<file path="config.mk">
export PLATFORM = sky130hd
export DESIGN_NAME = hazard_ctrl_flat
export DESIGN_NICKNAME = d
export VERILOG_FILES = /design/src/rtl/hazard_ctrl_pkg.sv /design/src/rtl/hazard_ctrl_if.sv /design/src/rtl/hazard_fwd_unit.sv /design/src/rtl/hazard_ctrl.sv /design/src/flat_wrapper.sv
export SDC_FILE = /design/constraint.sdc
export NUM_CORES = 1
export LEC_CHECK = 0
export ABC_AREA = 1
export CAP_MARGIN = 20
export CORE_ASPECT_RATIO = 1.4
export CORE_MARGIN = 4
export CORE_UTILIZATION = 35
export DETAILED_ROUTE_END_ITERATION = 10
export GPL_TIMING_DRIVEN = 0
export PLACE_DENSITY = 0.8
export SYNTH_ARGS = -nofsm -noshare
export SYNTH_HDL_FRONTEND = slang
export SYNTH_HIERARCHICAL = 1
export SYNTH_SLANG_ARGS = --single-unit
</file>
<file path="constraint.sdc">
create_clock -name clk -period 1.3 [get_ports clk]
set_input_delay 0.13 -clock clk [delete_from_list [all_inputs] [get_ports clk]]
set_output_delay 0.13 -clock clk [all_outputs]
set_load 0.05 [all_outputs]
</file>
<file path="src/rtl/hazard_ctrl_pkg.sv">
// rtl/hazard_ctrl_pkg.sv - shared encodings and helpers for the pipeline hazard controller
package hazard_ctrl_pkg;

   localparam logic [1:0] FWD_RF  = 2'b00;
   localparam logic [1:0] FWD_MEM = 2'b10;
   localparam logic [1:0] FWD_WB  = 2'b01;

   localparam int ZERO_REG = 0;

   typedef enum logic {
      ST_RUN     = 1'b0,
      ST_MD_BUSY = 1'b1
   } md_state_e;

   // Counters whose maximum is 0 still need one bit so the flop exists.
   function automatic int cnt_w(input int max_val);
      return (max_val < 1) ? 1 : $clog2(max_val + 1);
   endfunction

endpackage

</file>
<file path="src/rtl/hazard_ctrl_if.sv">
// rtl/hazard_ctrl_if.sv - pipeline-to-hazard-controller signal bundle
interface hazard_ctrl_if #(
   parameter int REG_ADDR_W = 5
);
   logic [REG_ADDR_W-1:0] rs1_id, rs2_id, rd_ex, rs1_ex, rs2_ex, rd_mem, rd_wb;
   logic rs1_used_id, rs2_used_id, mem_read_ex, reg_write_mem, reg_write_wb;
   logic muldiv_ex, dmem_req_mem, dmem_ready, redirect_ex;
   logic stall_if, stall_id, stall_ex, stall_mem;
   logic flush_id, flush_ex, flush_mem, flush_wb;
   logic [1:0] fwd_a, fwd_b;
   logic busy;

   modport master (
      output rs1_id, rs2_id, rd_ex, rs1_ex, rs2_ex, rd_mem, rd_wb,
      output rs1_used_id, rs2_used_id, mem_read_ex, reg_write_mem, reg_write_wb,
      output muldiv_ex, dmem_req_mem, dmem_ready, redirect_ex,
      input  stall_if, stall_id, stall_ex, stall_mem,
      input  flush_id, flush_ex, flush_mem, flush_wb,
      input  fwd_a, fwd_b, busy
   );

   modport slave (
      input  rs1_id, rs2_id, rd_ex, rs1_ex, rs2_ex, rd_mem, rd_wb,
      input  rs1_used_id, rs2_used_id, mem_read_ex, reg_write_mem, reg_write_wb,
      input  muldiv_ex, dmem_req_mem, dmem_ready, redirect_ex,
      output stall_if, stall_id, stall_ex, stall_mem,
      output flush_id, flush_ex, flush_mem, flush_wb,
      output fwd_a, fwd_b, busy
   );
endinterface

</file>
<file path="src/rtl/hazard_fwd_unit.sv">
// rtl/hazard_fwd_unit.sv - EX operand forwarding selects, MEM result preferred over WB
module hazard_fwd_unit
   import hazard_ctrl_pkg::*;
#(
   parameter int REG_ADDR_W = 5
) (
   input  logic [REG_ADDR_W-1:0] rs1_ex,
   input  logic [REG_ADDR_W-1:0] rs2_ex,
   input  logic [REG_ADDR_W-1:0] rd_mem,
   input  logic                  reg_write_mem,
   input  logic [REG_ADDR_W-1:0] rd_wb,
   input  logic                  reg_write_wb,
   output logic [1:0]            fwd_a,
   output logic [1:0]            fwd_b
);

   localparam logic [REG_ADDR_W-1:0] ZERO = REG_ADDR_W'(ZERO_REG);

   function automatic logic [1:0] fwd_sel(input logic [REG_ADDR_W-1:0] rs);
      if (reg_write_mem && (rd_mem != ZERO) && (rd_mem == rs)) return FWD_MEM;
      if (reg_write_wb && (rd_wb != ZERO) && (rd_wb == rs))    return FWD_WB;
      return FWD_RF;
   endfunction

   assign fwd_a = fwd_sel(rs1_ex);
   assign fwd_b = fwd_sel(rs2_ex);

endmodule

</file>
<file path="src/rtl/hazard_ctrl.sv">
// rtl/hazard_ctrl.sv - stall/flush sequencing for the 5-stage core: dmem wait, mul/div,
// redirect and load-use in strict priority order, plus forwarding selects
module hazard_ctrl
   import hazard_ctrl_pkg::*;
#(
   parameter int REG_ADDR_W      = 5,
   parameter int LOAD_USE_STALLS = 1,
   parameter int MULDIV_LATENCY  = 4,
   parameter int FLUSH_EXTRA     = 0
) (
   input  logic      clk,
   input  logic      rst_n,
   hazard_ctrl_if.slave hif
);

   localparam int MD_W = cnt_w(MULDIV_LATENCY - 1);
   localparam int LU_W = cnt_w(LOAD_USE_STALLS - 1);
   localparam int FL_W = cnt_w(FLUSH_EXTRA);
   localparam logic [MD_W-1:0] MD_LOAD = MD_W'(MULDIV_LATENCY - 1);
   localparam logic [LU_W-1:0] LU_LOAD = LU_W'(LOAD_USE_STALLS - 1);
   localparam logic [FL_W-1:0] FL_LOAD = FL_W'(FLUSH_EXTRA);
   localparam logic [REG_ADDR_W-1:0] ZERO = REG_ADDR_W'(ZERO_REG);

   md_state_e        state_q, state_d;
   logic [MD_W-1:0]  md_cnt_q, md_cnt_d;
   logic [LU_W-1:0]  lu_cnt_q, lu_cnt_d;
   logic [FL_W-1:0]  fl_cnt_q, fl_cnt_d;

   logic dmem_wait, md_active, hz;
   logic s_if, s_id, s_ex, s_mem, f_id, f_ex, f_mem, f_wb;

   assign dmem_wait = hif.dmem_req_mem && !hif.dmem_ready;
   assign md_active = (state_q == ST_MD_BUSY) || hif.muldiv_ex;
   assign hz = hif.mem_read_ex && (hif.rd_ex != ZERO) &&
               ((hif.rs1_used_id && (hif.rd_ex == hif.rs1_id)) ||
                (hif.rs2_used_id && (hif.rd_ex == hif.rs2_id)));

   always_comb begin
      state_d  = state_q;
      md_cnt_d = md_cnt_q;
      lu_cnt_d = lu_cnt_q;
      fl_cnt_d = fl_cnt_q;
      {s_if, s_id, s_ex, s_mem, f_id, f_ex, f_mem, f_wb} = '0;
      if (dmem_wait) begin
         // Whole pipe holds; only a bubble drains into WB. Everything else freezes.
         {s_if, s_id, s_ex, s_mem, f_wb} = '1;
      end else begin
         if (lu_cnt_q != '0) lu_cnt_d = lu_cnt_q - LU_W'(1);
         if (fl_cnt_q != '0) fl_cnt_d = fl_cnt_q - FL_W'(1);
         if (md_active) begin
            {s_if, s_id, s_ex, f_mem} = '1;
            if (state_q == ST_RUN) begin
               state_d  = ST_MD_BUSY;
               md_cnt_d = MD_LOAD;
            end else begin
               if (md_cnt_q == MD_W'(1)) state_d = ST_RUN;
               if (md_cnt_q != '0) md_cnt_d = md_cnt_q - MD_W'(1);
            end
         end else if (hif.redirect_ex) begin
            {f_id, f_ex} = '1;
            fl_cnt_d = FL_LOAD;
         end else begin
            f_id = (fl_cnt_q != '0);
            if (hz || (lu_cnt_q != '0)) {s_if, s_id, f_ex} = '1;
            if (hz) lu_cnt_d = LU_LOAD;
         end
      end
   end

   always_ff @(posedge clk or negedge rst_n) begin
      if (!rst_n) begin
         state_q  <= ST_RUN;
         md_cnt_q <= '0;
         lu_cnt_q <= '0;
         fl_cnt_q <= '0;
      end else begin
         state_q  <= state_d;
         md_cnt_q <= md_cnt_d;
         lu_cnt_q <= lu_cnt_d;
         fl_cnt_q <= fl_cnt_d;
      end
   end

   // Controls are partly combinational from inputs, so mask them while reset is held.
   assign hif.stall_if  = s_if  && rst_n;
   assign hif.stall_id  = s_id  && rst_n;
   assign hif.stall_ex  = s_ex  && rst_n;
   assign hif.stall_mem = s_mem && rst_n;
   assign hif.flush_id  = f_id  && rst_n;
   assign hif.flush_ex  = f_ex  && rst_n;
   assign hif.flush_mem = f_mem && rst_n;
   assign hif.flush_wb  = f_wb  && rst_n;
   assign hif.busy      = rst_n && ((state_q == ST_MD_BUSY) || (lu_cnt_q != '0));

   hazard_fwd_unit #(.REG_ADDR_W(REG_ADDR_W)) u_fwd (
      .rs1_ex        (hif.rs1_ex),
      .rs2_ex        (hif.rs2_ex),
      .rd_mem        (hif.rd_mem),
      .reg_write_mem (hif.reg_write_mem),
      .rd_wb         (hif.rd_wb),
      .reg_write_wb  (hif.reg_write_wb),
      .fwd_a         (hif.fwd_a),
      .fwd_b         (hif.fwd_b)
   );

endmodule

</file>
<file path="src/flat_wrapper.sv">
// flat-port wrapper written by rule: the top's interface ports become plain ports
module hazard_ctrl_flat import hazard_ctrl_pkg::*;
#(
   parameter int REG_ADDR_W      = 5,
   parameter int LOAD_USE_STALLS = 1,
   parameter int MULDIV_LATENCY  = 4,
   parameter int FLUSH_EXTRA     = 0
)
  (clk, rst_n, hif_rs1_id, hif_rs2_id, hif_rd_ex, hif_rs1_ex, hif_rs2_ex, hif_rd_mem, hif_rd_wb, hif_rs1_used_id, hif_rs2_used_id, hif_mem_read_ex, hif_reg_write_mem, hif_reg_write_wb, hif_muldiv_ex, hif_dmem_req_mem, hif_dmem_ready, hif_redirect_ex, hif_stall_if, hif_stall_id, hif_stall_ex, hif_stall_mem, hif_flush_id, hif_flush_ex, hif_flush_mem, hif_flush_wb, hif_fwd_a, hif_fwd_b, hif_busy);
  hazard_ctrl_if #(.REG_ADDR_W(REG_ADDR_W)) hif_i ();
  input  logic clk;
  input  logic rst_n;
  input wire logic [$bits(hif_i.rs1_id)-1:0] hif_rs1_id;
  input wire logic [$bits(hif_i.rs2_id)-1:0] hif_rs2_id;
  input wire logic [$bits(hif_i.rd_ex)-1:0] hif_rd_ex;
  input wire logic [$bits(hif_i.rs1_ex)-1:0] hif_rs1_ex;
  input wire logic [$bits(hif_i.rs2_ex)-1:0] hif_rs2_ex;
  input wire logic [$bits(hif_i.rd_mem)-1:0] hif_rd_mem;
  input wire logic [$bits(hif_i.rd_wb)-1:0] hif_rd_wb;
  input wire logic [$bits(hif_i.rs1_used_id)-1:0] hif_rs1_used_id;
  input wire logic [$bits(hif_i.rs2_used_id)-1:0] hif_rs2_used_id;
  input wire logic [$bits(hif_i.mem_read_ex)-1:0] hif_mem_read_ex;
  input wire logic [$bits(hif_i.reg_write_mem)-1:0] hif_reg_write_mem;
  input wire logic [$bits(hif_i.reg_write_wb)-1:0] hif_reg_write_wb;
  input wire logic [$bits(hif_i.muldiv_ex)-1:0] hif_muldiv_ex;
  input wire logic [$bits(hif_i.dmem_req_mem)-1:0] hif_dmem_req_mem;
  input wire logic [$bits(hif_i.dmem_ready)-1:0] hif_dmem_ready;
  input wire logic [$bits(hif_i.redirect_ex)-1:0] hif_redirect_ex;
  output wire logic [$bits(hif_i.stall_if)-1:0] hif_stall_if;
  output wire logic [$bits(hif_i.stall_id)-1:0] hif_stall_id;
  output wire logic [$bits(hif_i.stall_ex)-1:0] hif_stall_ex;
  output wire logic [$bits(hif_i.stall_mem)-1:0] hif_stall_mem;
  output wire logic [$bits(hif_i.flush_id)-1:0] hif_flush_id;
  output wire logic [$bits(hif_i.flush_ex)-1:0] hif_flush_ex;
  output wire logic [$bits(hif_i.flush_mem)-1:0] hif_flush_mem;
  output wire logic [$bits(hif_i.flush_wb)-1:0] hif_flush_wb;
  output wire logic [$bits(hif_i.fwd_a)-1:0] hif_fwd_a;
  output wire logic [$bits(hif_i.fwd_b)-1:0] hif_fwd_b;
  output wire logic [$bits(hif_i.busy)-1:0] hif_busy;
  assign hif_i.rs1_id = hif_rs1_id;
  assign hif_i.rs2_id = hif_rs2_id;
  assign hif_i.rd_ex = hif_rd_ex;
  assign hif_i.rs1_ex = hif_rs1_ex;
  assign hif_i.rs2_ex = hif_rs2_ex;
  assign hif_i.rd_mem = hif_rd_mem;
  assign hif_i.rd_wb = hif_rd_wb;
  assign hif_i.rs1_used_id = hif_rs1_used_id;
  assign hif_i.rs2_used_id = hif_rs2_used_id;
  assign hif_i.mem_read_ex = hif_mem_read_ex;
  assign hif_i.reg_write_mem = hif_reg_write_mem;
  assign hif_i.reg_write_wb = hif_reg_write_wb;
  assign hif_i.muldiv_ex = hif_muldiv_ex;
  assign hif_i.dmem_req_mem = hif_dmem_req_mem;
  assign hif_i.dmem_ready = hif_dmem_ready;
  assign hif_i.redirect_ex = hif_redirect_ex;
  assign hif_stall_if = hif_i.stall_if;
  assign hif_stall_id = hif_i.stall_id;
  assign hif_stall_ex = hif_i.stall_ex;
  assign hif_stall_mem = hif_i.stall_mem;
  assign hif_flush_id = hif_i.flush_id;
  assign hif_flush_ex = hif_i.flush_ex;
  assign hif_flush_mem = hif_i.flush_mem;
  assign hif_flush_wb = hif_i.flush_wb;
  assign hif_fwd_a = hif_i.fwd_a;
  assign hif_fwd_b = hif_i.fwd_b;
  assign hif_busy = hif_i.busy;
  hazard_ctrl #(.REG_ADDR_W(REG_ADDR_W), .LOAD_USE_STALLS(LOAD_USE_STALLS), .MULDIV_LATENCY(MULDIV_LATENCY), .FLUSH_EXTRA(FLUSH_EXTRA)) u_core (.clk(clk), .rst_n(rst_n), .hif(hif_i));
endmodule
</file>
==> flow_summary_export.csv <==
group,metric,value,unit
synth,synth_cell_types,16,
worst_setup_path,crit_path_end_kind,"output pin",
route,met1Wirelength,991,um
die,ios,59,
timing,setup_slack,-0.145,ns
worst_setup_path,crit_path_start,"u_core/state_q",
clock_tree,htreeDepth,1,
die,coreArea,0.00223,mm^2
global_routing,grt_overflow,0,
route,drc,0,
timing,setup_viol,5,
synth,synth-seq-area-share,0.0890,
worst_setup_path,required,1.17,ns
route,dr_wl_met2,1560,um
route,viasPerCell,4.59,
placed_design,dpl.cell_count,257,
timing,worst_slew_pin_slew,0.250,ns
route,avgRoutedWirePerCell,10.7,um
timing,fin_hold_ws,0.283,ns
worst_hold_path,min_path_type,"input port to register",
pwr,seq_power_share,0.156,
synth,syn_inst,177,
worst_setup_path,crit_type,"register to output pin",
pwr,p_int,590,uW
die,rows,20,
route,vias,1216,
die,die_area,0.00327,mm^2
synth,ys_async_sr_fraction,1.00,
pwr,cellLeakagePower,0.000936,uW
finish,final_util,0.697,
pwr,combPwrFrac,0.687,
clock_tree,cts_sinks,3,
clock_tree,clock_latency,0.25,ns
finish,area_growth,84.1,%
synth,synth_top_area_frac,0.312,
pwr,p_clk_frac,0.157,
pwr,switching_share,0.478,
timing,post-route-min-period,1.44,ns
timing,hold_viol,0,
global_routing,grt_pass1_vias,1200,
synth,ys.flop_type,"dfrtp_1",
worst_setup_path,rr_startpoint,"u_core/state_q",
synth,synth_nets,225,
worst_setup_path,cp_slowest_cell,"dfrtp_2",
synth,syn_avg_cell_area,4.76,um^2
timing,fin_crit_sh,1.11,
finish,antenna_cells,0,
synth,synth_warnings,6,
clock_tree,clock_path_buffers,2,
timing,relSlewSlack,0.834,
clock_tree,path_clk_slew,0.05,ns
status,violations,"setup timing",
synth,synth_area_leaders,"nand2_1 31%, inv_1 16%, nor2_1 12%",
pwr,power,1130,uW
route,top_layer_used,"met4",
synth,yosysMostFrequentCell,"nand2_1",
pwr,vdd_drop_max,0.491,mV
die,fp.dieW,49.5,um
worst_setup_path,start_kind,"register",
synth,yosysTopAreaCell,"nand2_1",
global_routing,grt_pass1_wl,4560,um
pwr,p_per_area,727,mW/mm^2
pwr,switching_power,540,uW
timing,max_freq,0.692,GHz
placed_design,gp_congestion,0.757,
die,initial_core_util,0.379,
placed_design,numPortBuffers,58,
route,drt_pre_antenna_iters,4,
finish,drive_above_1_share,0.259,
worst_setup_path,max_stage_delay,0.43,ns
synth,synth_area,843,um^2
route,drtAntennaViolNets,0,
finish,final_nets,292,
synth,synth_commonest_cells,"70 x nand2_1, 36 x inv_1, 27 x nor2_1, 10 x nand3_1, 6 x xnor2_1",
placed_design,dpl.hpwl,2240,um
route,wl,2840,um
timing,rsz0062_at_grt,"true",
route,dr_wl_met3,237,um
placed_design,placed_area,0.00147,mm^2
status,status,"complete, but fails checks",
synth,synth-seq-cells,3,
timing,skew,0.0131,ns
global_routing,antenna_found_initial,0,
finish,final_cells,265,
clock_tree,clockRootBuffer,"clkbuf_4",
worst_setup_path,crit_fanout,3,
clock_tree,numCtsBuffers,3,
finish,finalInstanceArea,0.00155,mm^2
worst_setup_path,crit_path_cell_trace,"nor2_4, nand2_4, nor2_4, nand2_2, nand2_2, buf_8",
worst_hold_path,holdCritStartpoint,"hif_dmem_ready",
timing,slew_viol_final,0,
worst_setup_path,arrival,1.31,ns
die,dieHeight,66.1,um
global_routing,grtUsageTotal,0.177,
synth,synth_enable_flop_cells,0,
flow_run,cap_violations,0,
route,drt_iter0_markers,24,
global_routing,grt_max_degree,6,
clock_tree,cts_tree,"done",
[flip-flops by register name (all words and copies together) (netlist names)]
| register | count |
|---|---|
| u_core/md_cnt_q | 2 |
| u_core/state_q | 1 |
[cells in the final DEF, fill, tap and decap left out, types with 3 or more instances in the layout]
cell type,count
dlygate4sd2_1,22
clkdlybuf4s50_1,5
inv_1,32
xor2_1,4
o21ai_1,3
clkdlybuf4s15_1,6
buf_8,4
nor2_1,19
buf_6,8
o21ai_0,3
nand3_1,8
clkbuf_2,8
nor2_4,6
xnor2_1,6
nand2_2,6
clkbuf_4,3
nand2_1,64
nor2_2,6
buf_4,4
clkdlybuf4s15_2,3
inv_2,8
[repair_timing]
action | in CTS | in global routing
hold endpoints to repair | 3 | 0
gates cloned | 0 | 0
hold buffers | 1 | 0
pin swaps | 20 | 20
gates resized for setup | 141 | 40
endpoints found under the setup margin | 13 | 12
setup buffers | 2 | 1
[area by class of cell]
type | instances | area [um^2]
timing repair buffer | 62 | 571
buffer | 2 | 18.8
fill | 208 | 674
sequential | 3 | 76.3
clock buffer | 4 | 26.3
multi-input combinational | 132 | 683
tap | 22 | 27.5
inverter | 40 | 150
[per-stage QoR]
stage               setup WS, ns  TNS, ns
floorplan                0.00759        0
global placement          -0.972    -10.0
detailed placement        -0.974   -10.15
CTS                       -0.122   -0.302
global route              -0.206   -0.848
finish                    -0.145   -0.513
[worst max-delay path: cells and delay by family, from the launching register on]
family	cells	cell delay, ns
and+or+nand+nor	5	0.49
DFF	1	0.43
buffers and inverters	1	0.14
[per-layer routing]
| metal | track usage | vias up |
|---|---|---|
| li1 | - | 646 |
| met1 | 0.156 | 514 |
| met2 | 0.374 | 49 |
| met3 | 0.0497 | 7 |
| met4 | 0.0554 | 0 |
| met5 | 0 | - |
[cell families after synthesis]
| family | after synthesis | share of synthesized area |
|---|---|---|
| and+or+nand+nor | 113 | 0.536 |
| buffers and inverters | 42 | 0.196 |
| DFF | 3 | 0.0890 |
| xor gates and xnor gates | 10 | 0.104 |
| adders and majority gates | 2 | 0.0297 |
| AOI/OAI and AO/OA | 7 | 0.0460 |
[power groups by stage]
stage | Combinational, uW | Clock, uW | Sequential (uW)
CTS | 740 | 181 | 174
detailed placement | 715 | 0 | 182
floorplan | 435 | 0 | 170
global route | 867 | 189 | 183
global placement | 707 | 0 | 180
finish | 776 | 177 | 176
[worst paths after layout]
path	end	slack, ns	cells after the start
max	hif_flush_ex	-0.14	6
max reg2reg	u_core/md_cnt_q[0]	0.16	7
min	u_core/state_q	0.28	4
max in group asynchronous	u_core/md_cnt_q[1]	0.68	2
min reg2reg	u_core/md_cnt_q[1]	0.59	2
min in group asynchronous	u_core/md_cnt_q[0]	0.45	2
Note: power is estimated with default switching activity, not from simulation.
